## src/rtl/mips_defs.sv

```systemverilog
// Shared definitions for the fetch front end.
//   RESET_PC_DEF : default reset PC, which is also the base byte address of
//                  instruction memory
//   npc_op_e     : next-PC operation select
//   fetch_st_e   : instruction-memory port owner (fetch or debug read)
package mips_defs;

  localparam logic [31:0] RESET_PC_DEF = 32'h0000_3000;

  typedef enum logic [1:0] {
    NPC_SEQ = 2'b00,
    NPC_BR  = 2'b01,
    NPC_J   = 2'b10,
    NPC_JR  = 2'b11
  } npc_op_e;

  typedef enum logic {
    ST_RUN = 1'b0,
    ST_DBG = 1'b1
  } fetch_st_e;

endpackage

```

## src/rtl/npc_calc.sv

```systemverilog
// Combinational next-PC computation. All arithmetic wraps modulo 2^32.
//   pc_i       : current PC
//   npc_op_i   : seq / branch / jump imm26 / jr
//   br_taken_i : branch condition, only used for branches
//   imm16_i    : branch offset in words (sign-extended)
//   imm26_i    : jump index
//   jr_addr_i  : register jump target
//   npc_o      : next PC
module npc_calc
  import mips_defs::*;
(
  input  logic [31:0] pc_i,
  input  logic [1:0]  npc_op_i,
  input  logic        br_taken_i,
  input  logic [15:0] imm16_i,
  input  logic [25:0] imm26_i,
  input  logic [31:0] jr_addr_i,
  output logic [31:0] npc_o
);

  logic [31:0] pc4;
  logic [31:0] br_off;

  assign pc4    = pc_i + 32'd4;
  assign br_off = {{14{imm16_i[15]}}, imm16_i, 2'b00};

  always_comb begin
    npc_o = pc4;
    unique case (npc_op_e'(npc_op_i))
      NPC_SEQ: npc_o = pc4;
      NPC_BR:  npc_o = br_taken_i ? pc4 + br_off : pc4;
      NPC_J:   npc_o = {pc4[31:28], imm26_i, 2'b00};
      NPC_JR:  npc_o = jr_addr_i;
      default: npc_o = pc4;
    endcase
  end

endmodule

```

## src/rtl/fetch_ctrl.sv

```systemverilog
// Instruction fetch controller: PC register, next-PC selection and an
// arbiter sharing the instruction-memory port between fetch and a debug
// reader.
//   clk, reset          : clock, asynchronous active-high reset
//   stall               : hold PC, ignore redirect inputs
//   npc_op, br_taken,
//   imm16, imm26,
//   jr_addr             : next-PC controls
//   im_addr / im_instr  : IM byte offset (relative to RESET_PC) / read data
//   pc, pc_plus8        : current PC and link value
//   instr, instr_valid  : fetched word (0 when not valid)
//   addr_err            : PC misaligned or outside IM
//   dbg_req, dbg_addr   : debug read request (held until granted), address
//   dbg_gnt, dbg_data   : one-cycle grant and the word read in that cycle
module fetch_ctrl
  import mips_defs::*;
#(
  parameter logic [31:0] RESET_PC      = RESET_PC_DEF,
  parameter int          IM_WORDS_LOG2 = 10,
  parameter int          DBG_MAX_WAIT  = 4
) (
  input  logic        clk,
  input  logic        reset,
  input  logic        stall,
  input  logic [1:0]  npc_op,
  input  logic        br_taken,
  input  logic [15:0] imm16,
  input  logic [25:0] imm26,
  input  logic [31:0] jr_addr,
  output logic [31:0] im_addr,
  input  logic [31:0] im_instr,
  output logic [31:0] pc,
  output logic [31:0] pc_plus8,
  output logic [31:0] instr,
  output logic        instr_valid,
  output logic        addr_err,
  input  logic        dbg_req,
  input  logic [31:0] dbg_addr,
  output logic        dbg_gnt,
  output logic [31:0] dbg_data
);

  localparam int          WW       = (DBG_MAX_WAIT > 0) ? $clog2(DBG_MAX_WAIT + 1) : 1;
  localparam logic [WW-1:0] WAIT_MAX = WW'(DBG_MAX_WAIT);
  localparam logic [31:0] IM_DEPTH = 32'd1 << IM_WORDS_LOG2;

  fetch_st_e     state_q, state_d;
  logic [31:0]   pc_q, pc_d;
  logic [WW-1:0] wait_q, wait_d;
  logic [31:0]   npc;
  logic [31:0]   pc_off;
  logic          go_dbg;

  npc_calc u_npc (
    .pc_i       (pc_q),
    .npc_op_i   (npc_op),
    .br_taken_i (br_taken),
    .imm16_i    (imm16),
    .imm26_i    (imm26),
    .jr_addr_i  (jr_addr),
    .npc_o      (npc)
  );

  assign pc_off = pc_q - RESET_PC;

  // Stall means fetch is not using the port this cycle, so a waiting
  // request is granted at once; otherwise it waits until the counter
  // saturates.
  assign go_dbg = (state_q == ST_RUN) && dbg_req && (stall || wait_q == WAIT_MAX);

  always_comb begin
    pc_d    = pc_q;
    state_d = state_q;
    wait_d  = wait_q;
    unique case (state_q)
      ST_RUN: begin
        // The redirect still lands on the grant edge; the debug cycle
        // follows it.
        if (!stall) pc_d = npc;
        if (go_dbg) begin
          state_d = ST_DBG;
          wait_d  = '0;
        end else if (!dbg_req) begin
          wait_d = '0;
        end else if (!stall && wait_q != WAIT_MAX) begin
          wait_d = wait_q + 1'b1;
        end
      end
      ST_DBG: begin
        // Single debug cycle; the return to RUN guarantees a fetch slot
        // between back-to-back grants.
        state_d = ST_RUN;
        wait_d  = '0;
      end
      default: begin
        state_d = ST_RUN;
        wait_d  = '0;
      end
    endcase
  end

  always_ff @(posedge clk or posedge reset) begin
    if (reset) begin
      state_q <= ST_RUN;
      pc_q    <= RESET_PC;
      wait_q  <= '0;
    end else begin
      state_q <= state_d;
      pc_q    <= pc_d;
      wait_q  <= wait_d;
    end
  end

  // Outputs decode directly from state/PC so reset clears them without a
  // clock edge.
  assign addr_err    = (pc_q[1:0] != 2'b00) || ({2'b00, pc_off[31:2]} >= IM_DEPTH);
  assign im_addr     = (state_q == ST_DBG) ? dbg_addr - RESET_PC : pc_off;
  assign instr_valid = (state_q == ST_RUN) && !addr_err;
  assign instr       = instr_valid ? im_instr : 32'h0;
  assign dbg_gnt     = (state_q == ST_DBG);
  assign dbg_data    = im_instr;
  assign pc          = pc_q;
  assign pc_plus8    = pc_q + 32'd8;

endmodule

```

## config.mk

```make
export PLATFORM = sky130hd
export DESIGN_NAME = fetch_ctrl
export DESIGN_NICKNAME = d
export VERILOG_FILES = /design/src/rtl/mips_defs.sv /design/src/rtl/npc_calc.sv /design/src/rtl/fetch_ctrl.sv
export SDC_FILE = /design/constraint.sdc
export NUM_CORES = 1
export LEC_CHECK = 0
export ABC_CLOCK_PERIOD_IN_PS = 4650
export BUFFER_PORTS_ARGS = -buffer_cell sky130_fd_sc_hd__buf_4
export CORE_MARGIN = 2
export CORE_UTILIZATION = 33
export DETAILED_ROUTE_END_ITERATION = 10
export PLACE_DENSITY_LB_ADDON = 0.15
export SYNTH_ARGS = -nofsm -noshare
export SYNTH_HDL_FRONTEND = slang
export SYNTH_HIERARCHICAL = 1
export SYNTH_SLANG_ARGS = --single-unit
export TNS_END_PERCENT = 20
```

## constraint.sdc

```tcl
create_clock -name clk -period 4.65 [get_ports clk]
set_input_delay 0.6975 -clock clk [delete_from_list [all_inputs] [get_ports clk]]
set_output_delay 0.6975 -clock clk [all_outputs]
set_load 0.03 [all_outputs]
```

## After elaboration in Yosys (flattened, before gate mapping)

Cells that the tools add are included.

| cells by class | value |
|---|---|
| magnitude comparators | 1 |
| add/subtract/negate cells | 6 |
| bitwise operators | 2 |
| multiplexer cells | 10 |
| reduce and logical (&&, ||, !) cells | 11 |
| equal/unequal tests | 6 |

Operators by type and width:

| cell | count |
|---|---|
| $pmux 32 s4 | 1 |
| $mux 32 | 3 |
| $sub 32x14->32 const B | 2 |
| $add 32x3->32 const B | 1 |
| $add 32x32->32 | 1 |
| $add 32x4->32 const B | 1 |
| $ge 30x11->1 const B | 1 |
| $mux 3 | 3 |
| $pmux 3 s2 | 1 |
| $eq 2x2->1 const B | 2 |
| $logic_and 1x1->1 | 4 |
| $ne 4x3->1 const B | 1 |
| $add 3x1->3 const B | 1 |
| $eq 3x3->1 const B | 1 |
| $ne 3x3->1 const B | 1 |
| $eq 2x1->1 const B | 1 |
| $logic_not 1->1 | 2 |
| $logic_not 2->1 | 1 |
| $logic_or 1x1->1 | 2 |
| $not 1->1 | 2 |
| $pmux 1 s2 | 1 |
| $reduce_and 2->1 | 1 |
| $reduce_bool 2->1 | 1 |
| $mux 1 | 1 |

| word-level totals | value |
|---|---|
| flip-flop bits (word level) | 36 |
| logic and storage cells | 39 |
| output and inout port bits | 163 |
| input port bits | 145 |

## Depth between registers and ports, before layout

Gate-level depths: netlist (run 1).

| logic depth | value |
|---|---|
| word-level depth | 6 |
| gate-level depth with buffers | 18 |
| depth with buffers taken out | 18 |

## Modules after synthesis

The synthesis (run 1) kept the hierarchy.

By module, submodules not included:

| module | seq. area each (um2) | cells an instance | area an instance (um2) | times used |
|---|---|---|---|---|
| fetch_ctrl | 903.4 | 468 | 3935.0 | 1 |
| npc_calc | 0.0 | 471 | 3285.7 | 1 |

## Worst setup path before layout (run 1)

Ideal clock, no wire load.

| path | value |
|---|---|
| kind | register -> register |
| from | reg pc_q[2] (netlist: pc[2]) |
| to | reg pc_q[31] (netlist: pc[31]) |
| arrival | 3.830 ns |
| clock period less this slack | 3.954 ns |
| path buffers | 0 |
| path slack | 0.696 ns |
| setup time | 0.125 ns |
| cell stages (with the launch flop) | 17 |
| required time | 4.525 ns |
| cell sequence | dfrtp_1 -> ha_1 -> and4_1 -> and2_1 -> nand2_1 -> or3_1 -> nor2_1 -> xor2_1 -> ha_1 -> a21o_1 -> a21oi_1 -> o21ai_0 -> o21a_1 -> nor4b_1 -> mux2i_1 -> nor2_1 -> mux2_2 |

| on the way | value |
|---|---|
| longest elaborated chain between the ends | 4 |

RTL lines:

| what | line | source |
|---|---|---|
| start, declared | fetch_ctrl.sv:48 | `logic [31:0] pc_q, pc_d;` |
| start signal, assigned | fetch_ctrl.sv:109 | `pc_q <= pc_d;` |
| $add 32x3->32 * | npc_calc.sv:24 | `assign pc4 = pc_i + 32'd4;` |
| $add 32x32->32 | npc_calc.sv:31 | `NPC_BR: npc_o = br_taken_i ? pc4 + br_off : pc4;` |
| $mux 32 | npc_calc.sv:31 |  |
| $pmux 32 s4 * | npc_calc.sv:29 | `unique case (npc_op_e'(npc_op_i))` |
| net npc[31] | fetch_ctrl.sv:50 | `logic [31:0] npc;` |

Mark *: on every way through the listed nets, which the timed path passes. The rest lies on a longest branch.
A chain may end at the register's enable or synchronous reset.

## Final worst setup path (run 1)

| path | value |
|---|---|
| from | reg pc_q[3] (netlist: pc[3]) |
| to | reg pc_q[31] (netlist: pc[31]) |

Same word-level chain as after synthesis.

==> results of run 1 <==
per-layer routing:
layer  share of wire [%]  GRT usage [%]  up-vias  wire (µm)
li1                    -              -     3916          -
met1                  40           27.0     3818      11400
met2                  52           43.5      260      14600
met3                 5.7           4.51       33       1590
met4                 2.1           5.03        0        594
met5                   0              0        -          0
worst register-to-register path, cell delays in order (launching register included):
cell,delay (ps)
dfrtp_1,360
buf_4,160
and2_1,180
nor2b_1,340
and3_1,270
nand4_1,120
xnor2_1,180
ha_1,440
nand4_1,200
nor2_1,190
nand3_1,140
a31oi_1,420
nor3_1,110
nor4b_1,460
mux2i_1,240
nor2_1,60
mux2_2,250
power breakdown:
group	total [mW]	switching [mW]	leakage [nW]	internal [mW]
Clock	0.389	0.136	0.0808	0.252
Combinational	3.49	2.10	3.78	1.39
Sequential	0.588	0.179	0.430	0.408
Total	4.46	2.41	4.29	2.05
flip-flops by register name, indices dropped and copies added (netlist names):
signal / cells
pc: 32
wait_q: 3
dbg_gnt: 1
logic make-up (layout without fill, tap and decap cells):
family,count (synthesis),count (layout)
muxes,71,71
buffers and inverters,128,377
AOI/OAI and AO/OA,184,184
and+or+nand+nor,372,372
adders and majority gates,41,41
DFF,36,36
xor gates and xnor gates,107,107
final cells by class:
class,count,area (µm²),area share (%)
flip-flops and latches,36,906,9.28
clock inverters,2,35.0,0.359
repair buffers,337,2540,26.0
clock buffers,6,129,1.32
well taps,280,350,3.59
inverters,32,120,1.23
multi-input cells,775,5680,58.2
what timing repair did:
item	CTS	global route
endpoints found under the setup margin	0	1
hold buffers	0	0
gates resized for setup	0	1
stage by stage:
step | instance area [µm²] | cells | util, %
CTS | 9760 | 1468 | 45.2
detailed placement | 9600 | 1460 | 44.4
global route | 9760 | 1468 | 45.2
finish | 9760 | 1468 | 45.2
floorplan | 7220 | 939 | -
global placement | 9600 | 1460 | 44.4
placed cells by master (no fill, tap or decap), drive strengths merged, types with 8 or more instances in the layout:
cell type	Yosys	routed
and3	20	20
dfrtp	34	34
xnor2	62	62
a21o	12	12
o211ai	8	8
a21oi	54	54
inv	32	32
nand2b	27	27
xor2	45	45
nor2	66	66
nand2	72	72
and2	8	8
nor4	41	41
mux4	8	8
nor2b	11	11
nand3	34	34
mux2i	18	18
ha	40	40
buf	50	337
nand4	13	13
o221ai	10	10
nor3	25	25
o21ai	42	42
mux2	45	45
nand4b	20	20
path summary, 6_finish.rpt:
check,from,depth (start not counted),slack (ps),end
setup / recovery,pc[3]$_DFFE_PP0P_,16,410,pc[31]$_DFFE_PP0P_
hold / removal,wait_q[0]$_DFFE_PP0P_,1,460,wait_q[0]$_DFFE_PP0P_
setup reg to reg,pc[3]$_DFFE_PP0P_,16,410,pc[31]$_DFFE_PP0P_
hold reg to reg,wait_q[0]$_DFFE_PP0P_,1,460,wait_q[0]$_DFFE_PP0P_
max in group asynchronous,reset,3,3740,pc[6]$_DFFE_PP0P_
min in group asynchronous,reset,3,540,pc[30]$_DFFE_PP0P_
==> flow_summary_export.csv, run 1 <==
group,metric,value,unit
placement,portBuffers,307,
synthesis,synth_compound_area_share,17.5,%
synthesis,yosys_warnings,6,
sta,min_period,4240,ps
critical_path,crit_slowest_cell,"nor4b_1",
cells_and_area,final_nets,1373,
cells_and_area,drive_gt1_share,36.2,%
synthesis,ys_ff_latch,36,
die,start_util,33.4,%
cells_and_area,syn_to_final_growth,35.2,%
sta,rsz0062_at_grt,"false",
synthesis,synth.distinct_cells,77,
synthesis,synth-main-ff-cell,"dfrtp_1",
routing,via_count,8027,
synthesis,synth.avg_cell_area,7.69,µm²
sta,timing.final.max_slew_violations,0,
synthesis,yosys-top-cells-area,"dfrtp_1 12%, xnor2_1 7.5%, mux2_2 7.0%",
synthesis,yosysMostFrequentCell,"nand2_1",
grt,grt_pass1_wl,43500,µm
critical_path,crit_path_max_fanout,9,
critical_path,worst-path-buf-inv,1,
clocking,cts_tree,"yes",
critical_path,slowest_delay,460,ps
synthesis,synth_area,7220,µm²
synthesis,synth-edff-count,0,
placement,place_congestion,0.851,
synthesis,synth_top_area_share,11.8,%
grt,antenna_found_initial,0,
routing,wl_per_cell,19.2,µm
synthesis,yosys.area.top_type,"dfrtp_1",
die,io_pins,308,
die,die_x,152,µm
critical_path,required,4820,ps
pwr,p_leak,4.29,nW
critical_path,crit_chain,"buf_4, and2_1, nor2b_1, and3_1, nand4_1, xnor2_1, ha_1, nand4_1, nor2_1, nand3_1, a31oi_1, nor3_1, nor4b_1, mux2i_1, nor2_1, mux2_2",
sta,fin_ws,408,ps
grt,grt.overflow.total,0,
cells_and_area,fillers,2217,
sta,clock.fmax,236,MHz
grt,grt_max_degree,44,
critical_path,cpLargestDelayFamily,"simple AND/OR/NAND/NOR gates",
routing,vias_per_cell,5.47,
synthesis,synthArstFlopShare,100,%
grt,grt_pass1_vias,7928,
clocking,insertion_delay,290,ps
sta,setup_viol,0,
synthesis,yosysSeqAreaShare,12.5,%
routing,drt_iter0_drc,392,
pwr,p_total,4.46,mW
die,die-area,23100,µm²
synthesis,synth-xor-area-share,13.0,%
pwr,power_density,457,nW/µm²
die,core.rowCount,54,
sta,min_period_over_period,91.2,%
flow_run,maxCapViolCount,0,
synthesis,syn_inst,939,
grt,grtUsageTotal,23.1,%
die,die_h,152,µm
sta,fin_worst_skew,6.66,ps
synthesis,synth_nets,1125,
sta,finalSetupTns,0,ps
min_path,hold_class,"reg -> reg",
synthesis,yosys.area_share.simple,28.9,%
clocking,cts_made_buffers,5,
sta,hold_ws,463,ps
critical_path,cp-start-kind,"flip-flop",
routing,dr.pass1.iters,5,
critical_path,cp-end-kind,"flip-flop",
routing,routed_wl,28200,µm
routing,drc,0,
clocking,cts_sinks,36,
clocking,cts_htree_levels,2,
placement,dp_hpwl,22700,µm
synthesis,muxShareOfSynthArea,12.0,%
die,coreArea,21600,µm²
cells_and_area,num_antenna_cells,0,
placement,dp_slack,417,ps
clocking,cts_root_buf,"clkbuf_16",
clocking,post_cts_buffers,0,
sta,finalHoldViolCount,0,
critical_path,arrival,4410,ps
clocking,clock_path_buffers,2,
clocking,clk_pin_slew,60,ps
synthesis,synthTopCellsByCount,"72 x nand2_1, 66 x nor2_1, 62 x xnor2_1, 54 x a21oi_1, 46 x clkbuf_1",
run_status,outcome,"completed",
sta,slew-limit-headroom,46.8,%
sta,tightest_slew,791,ps
pwr,ir_drop,0.364,mV
synthesis,synthAdderAreaFrac,7.21,%
synthesis,synth_top_family_by_area,"simple AND/OR/NAND/NOR gates",
routing,ant_nets,0,
critical_path,path_class,"reg -> reg",
(Power assumes the default switching activity.)
==> run 2: changes to the inputs <==
--- a/config.mk
+++ b/config.mk
@@ -6,10 +6,10 @@
 export NUM_CORES = 1
 export LEC_CHECK = 0
 export ABC_CLOCK_PERIOD_IN_PS = 4650
-export BUFFER_PORTS_ARGS = -buffer_cell sky130_fd_sc_hd__buf_4
 export CORE_MARGIN = 2
 export CORE_UTILIZATION = 33
 export DETAILED_ROUTE_END_ITERATION = 10
+export DONT_BUFFER_PORTS = 1
 export PLACE_DENSITY_LB_ADDON = 0.15
 export SYNTH_ARGS = -nofsm -noshare
 export SYNTH_HDL_FRONTEND = slang
==> flow_summary_export.csv, run 2 (same netlist as run 1, synthesis figures left out) <==
group,metric,value,unit
run_status,outcome,"completed",
grt,grt_max_degree,44,
critical_path,crit_path_max_fanout,9,
routing,dr.pass1.iters,5,
cells_and_area,final_cell_mix,"82 x buf_4, 72 x nand2_1, 65 x nor2_1",
cells_and_area,largest_register_ff_count,32,
placement,place_congestion,0.867,
routing,met3_length,2030,µm
critical_path,arrival,4420,ps
clocking,cts_made_buffers,5,
sta,setup_viol,0,
routing,via_count,7045,
placement,dp_hpwl,21700,µm
sta,min_period_over_period,91.5,%
critical_path,cp-start-kind,"flip-flop",
routing,drc,0,
routing,met2_wirelength,13700,µm
grt,grt_pass1_vias,6967,
critical_path,reg2reg_depth,15,
pwr,ir_drop,0.280,mV
routing,wl_per_cell,22.2,µm
routing,maxUsedRoutingLayer,"met5",
grt,grt_pass1_wl,41200,µm
placement,dp_slack,375,ps
clocking,ctsResizeCount,0,
grt,antenna_found_initial,3,
sta,clock.fmax,235,MHz
critical_path,cp-end-kind,"flip-flop",
clocking,hold_buffers,0,
sta,fin_worst_skew,5.96,ps
pwr,power_density,502,nW/µm²
routing,ant_nets,0,
min_path,hold_class,"in -> async",
clocking,clk_pin_slew,60,ps
die,io_pins,308,
clocking,insertion_delay,280,ps
sta,min_period,4260,ps
routing,routed_wl,27000,µm
sta,fin_ws,394,ps
clocking,cts_root_buf,"clkbuf_16",
clocking,cts_sinks,36,
routing,vias_per_cell,5.80,
routing,wirelength_met1,10800,µm
die,coreArea,21600,µm²
die,die-area,23100,µm²
clocking,cts_tree,"yes",
grt,grt.overflow.total,0,
sta,timing.final.max_slew_violations,0,
clocking,post_cts_buffers,0,
die,die_h,152,µm
cells_and_area,drive_gt1_share,18.9,%
die,die_x,152,µm
clocking,clock_path_buffers,2,
die,core.rowCount,54,
placement,portBuffers,0,
sta,hold_ws,422,ps
grt,grtUsageTotal,22.2,%
clocking,cts_htree_levels,2,
cells_and_area,final_util,36.3,%
die,start_util,33.4,%
flow_run,maxCapViolCount,0,
sta,rsz0062_at_grt,"false",
cells_and_area,final_common_cell,"buf_4",
routing,drt_iter0_drc,363,
cells_and_area,final_nets,1118,
critical_path,required,4820,ps
critical_path,path_class,"reg -> reg",
sta,tightest_slew,1000,ps
pwr,p_leak,3.06,nW
sta,finalHoldViolCount,0,
cells_and_area,syn_to_final_growth,8.84,%
sta,slew-limit-headroom,32.3,%
sta,finalSetupTns,0,ps
run 2: changes by cell type in the layout (fill, tap and decap cells not counted):
cell | before | now
nor4_1 | 32 | 31
buf_12 | 1 | 0
diode_2 | 0 | 2
buf_4 | 336 | 82
nor2_2 | 1 | 0
dfrtp_2 | 2 | 1
dfrtp_1 | 32 | 33
nor2_4 | 0 | 1
a31oi_1 | 6 | 5
a31oi_2 | 0 | 1
nor4_2 | 9 | 10
run 2: metal layers:
layer  GRT usage (%)  up-vias
met4            4.09        2
li1                -     3393
met3            6.47       23
met5               0        -
met2            40.5      262
met1            25.8     3365
run 2: final timing paths:
path	from	endpoint	slack, ps
hold / removal	reset	pc[23]$_DFFE_PP0P_	420
setup / recovery	pc[6]$_DFFE_PP0P_	pc[31]$_DFFE_PP0P_	390
min in group clk	wait_q[0]$_DFFE_PP0P_	wait_q[0]$_DFFE_PP0P_	460
hold reg to reg	wait_q[0]$_DFFE_PP0P_	wait_q[0]$_DFFE_PP0P_	460
max in group asynchronous	reset	pc[13]$_DFFE_PP1P_	3850
setup reg to reg	pc[6]$_DFFE_PP0P_	pc[31]$_DFFE_PP0P_	390
run 2: layout make-up:
cell class / instances / area [µm²]
diodes: 2 / 5.00
repair buffers: 82 / 616
flip-flops and latches: 36 / 905
clock inverters: 2 / 35.0
inverters: 32 / 120
multi-input cells: 775 / 5700
fillers: 2352 / 13800
well taps: 280 / 350
clock buffers: 6 / 129
run 2: critical path, cell delays in order (launching register included):
cell and delay, ps:
dfrtp_1 530, and4_1 260, and2_1 220, nand2_1 150, or3_1 470, nor2_1 140
xor2_1 110, ha_1 410, and3_1 220, nand3_1 160, a31oi_2 340, nor3_1 100
nor4b_1 450, mux2i_1 250, nor2_1 60, mux2_2 250
run 2: power breakdown:
part | leakage [nW] | total [mW] | internal, mW | switching, mW
combinational | 2.55 | 3.00 | 1.02 | 1.98
clock | 0.0809 | 0.385 | 0.252 | 0.132
sequential | 0.431 | 0.564 | 0.407 | 0.157
run 2: metrics by stage:
step | power (mW) | std cells | area [µm²]
after floorplan | 2.89 | 939 | 7220
after global placement | 3.58 | 1205 | 7680
after detailed placement | 3.57 | 1205 | 7680
after CTS | 3.96 | 1213 | 7850
after global routing | 4.23 | 1215 | 7860
final | 3.95 | 1215 | 7860
==> run 3: changes to the inputs <==
--- a/config.mk
+++ b/config.mk
@@ -5,7 +5,7 @@
 export SDC_FILE = /design/constraint.sdc
 export NUM_CORES = 1
 export LEC_CHECK = 0
-export ABC_CLOCK_PERIOD_IN_PS = 4650
+export ABC_CLOCK_PERIOD_IN_PS = 5450
 export CORE_MARGIN = 2
 export CORE_UTILIZATION = 33
 export DETAILED_ROUTE_END_ITERATION = 10
==> constraint.sdc (replaced) <==
create_clock -name clk -period 5.45 [get_ports clk]
set_input_delay 0.8175 -clock clk [delete_from_list [all_inputs] [get_ports clk]]
set_output_delay 0.8175 -clock clk [all_outputs]
set_load 0.03 [all_outputs]
==> flow_summary_export.csv, run 3 (same netlist as run 1, synthesis figures left out) <==
group,metric,value,unit
run_status,outcome,"completed",
cells_and_area,final_common_cell,"nand2_1",
critical_path,crit_chain,"ha_1, and4_1, and2_1, nand2_1, or3_1, nor2_1, xor2_1, ha_1, a21o_1, a21oi_1, o21ai_0, o21a_1, nor4b_1, mux2i_1, nor2_1, mux2_2",
cells_and_area,syn_to_final_growth,6.43,%
routing,drt_iter0_drc,477,
die,start_util,33.4,%
routing,vias_per_cell,5.91,
clocking,insertion_delay,280,ps
clocking,cts_tree,"yes",
grt,grt_max_degree,49,
pwr,ir_drop,0.240,mV
clocking,post_cts_buffers,0,
placement,dp_hpwl,21500,µm
die,die-area,23100,µm²
sta,rsz0062_at_grt,"false",
die,die_x,152,µm
critical_path,rr_startpoint,"pc[3]$_DFFE_PP0P_",
min_path,hold_class,"reg -> reg",
cells_and_area,final_cell_mix,"72 x nand2_1, 65 x nor2_1, 62 x xnor2_1",
routing,ant_nets,0,
sta,slew-limit-headroom,29.8,%
grt,grtUsageTotal,22.1,%
pwr,p_total,3.28,mW
cells_and_area,largest_register_ff_count,32,
grt,grt_pass1_vias,6989,
critical_path,cp-end-kind,"flip-flop",
critical_path,crit_start,"pc[3]$_DFFE_PP0P_",
routing,wl_per_cell,22.5,µm
cells_and_area,final_nets,1095,
cells_and_area,final_util,35.5,%
sta,timing.final.max_slew_violations,0,
grt,grt_pass1_wl,41000,µm
critical_path,cp-start-kind,"flip-flop",
die,core.rowCount,54,
routing,drc,0,
min_path,min_from,"wait_q[0]$_DFFE_PP0P_",
sta,min_period_over_period,82.5,%
grt,grt.overflow.total,0,
flow_run,maxCapViolCount,0,
clocking,clk_pin_slew,60,ps
critical_path,slowest_delay,640,ps
grt,antenna_found_initial,5,
die,io_pins,308,
clocking,cts_made_buffers,5,
routing,via_count,7057,
die,die_h,152,µm
critical_path,required,5620,ps
sta,tightest_slew,1050,ps
sta,clock.fmax,222,MHz
routing,routed_wl,26900,µm
sta,setup_viol,0,
cells_and_area,drive_gt1_share,16.7,%
sta,finalSetupTns,0,ps
placement,place_congestion,0.964,
sta,min_period,4500,ps
clocking,ctsResizeCount,0,
critical_path,arrival,4670,ps
pwr,p_leak,2.95,nW
placement,portBuffers,0,
critical_path,path_class,"reg -> reg",
pwr,power_density,427,nW/µm²
clocking,hold_buffers,0,
clocking,clock_path_buffers,2,
clocking,cts_htree_levels,2,
sta,fin_worst_skew,6.37,ps
critical_path,crit_path_max_fanout,8,
critical_path,crit_slowest_cell,"dfrtp_1",
clocking,cts_root_buf,"clkbuf_16",
die,coreArea,21600,µm²
sta,finalHoldViolCount,0,
routing,dr.pass1.iters,5,
clocking,cts_sinks,36,
-- run 3: cell count changes in the layout (fill, tap and decap cells not counted) --
cell / previous run / this run
a31oi_1: 5 / 6
a31oi_2: 1 / 0
diode_2: 2 / 4
buf_4: 82 / 59
-- run 3: critical path: cells and delay by family, from the launching register on --
| kind | cells | cell delay (ps) |
|---|---|---|
| and+or+nand+nor | 7 | 1650 |
| AOI/OAI and AO/OA | 4 | 720 |
| adders and majority gates | 2 | 650 |
| DFF | 1 | 640 |
| muxes | 2 | 480 |
| xor gates and xnor gates | 1 | 250 |
-- run 3: through the flow --
stage | instance area (µm²) | worst slack [ps] | hold WS, ps | cells
3_5_place_dp | 7510 | 1030 | 466 | 1182
3_3_place_gp | 7510 | 1080 | 467 | 1182
2_1_floorplan | 7220 | 1430 | 436 | 939
4_1_cts | 7670 | 1000 | 474 | 1190
6_report | 7680 | 954 | 482 | 1194
5_1_grt | 7680 | 657 | 496 | 1194
-- run 3: final timing paths --
| path | endpoint | slack [ps] | cells after the start |
|---|---|---|---|
| worst max-delay path | pc[31]$_DFFE_PP0P_ | 950 | 16 |
| worst min-delay path | wait_q[0]$_DFFE_PP0P_ | 480 | 1 |
| worst max register to register | pc[31]$_DFFE_PP0P_ | 950 | 16 |
| worst min register to register | wait_q[0]$_DFFE_PP0P_ | 480 | 1 |
| max in group asynchronous | pc[12]$_DFFE_PP1P_ | 4520 | 2 |
| min in group asynchronous | pc[30]$_DFFE_PP0P_ | 540 | 2 |
-- run 3: power by group --
part           switching [mW]  internal, mW
registers               0.237         0.344
logic                    1.56         0.806
clock network           0.117         0.215
total                    1.92          1.37
-- run 3: routing by layer --
layer / wire length (µm) / GRT usage [%] / up-vias
met4: 459 / 4.72 / 2
li1: - / - / 3349
met2: 13700 / 41.0 / 284
met3: 2100 / 6.22 / 24
met1: 10600 / 25.1 / 3398
met5: 13 / 0 / -
-- run 3: cell type report --
class | instances | area [µm²]
Clock inverter | 2 | 35.0
Fill cell | 2374 | 13900
Clock buffer | 6 | 129
Tap cell | 280 | 350
Sequential cell | 36 | 905
Timing Repair Buffer | 59 | 443
Inverter | 32 | 120
Multi-Input combinational cell | 775 | 5690
Antenna cell | 4 | 10.0
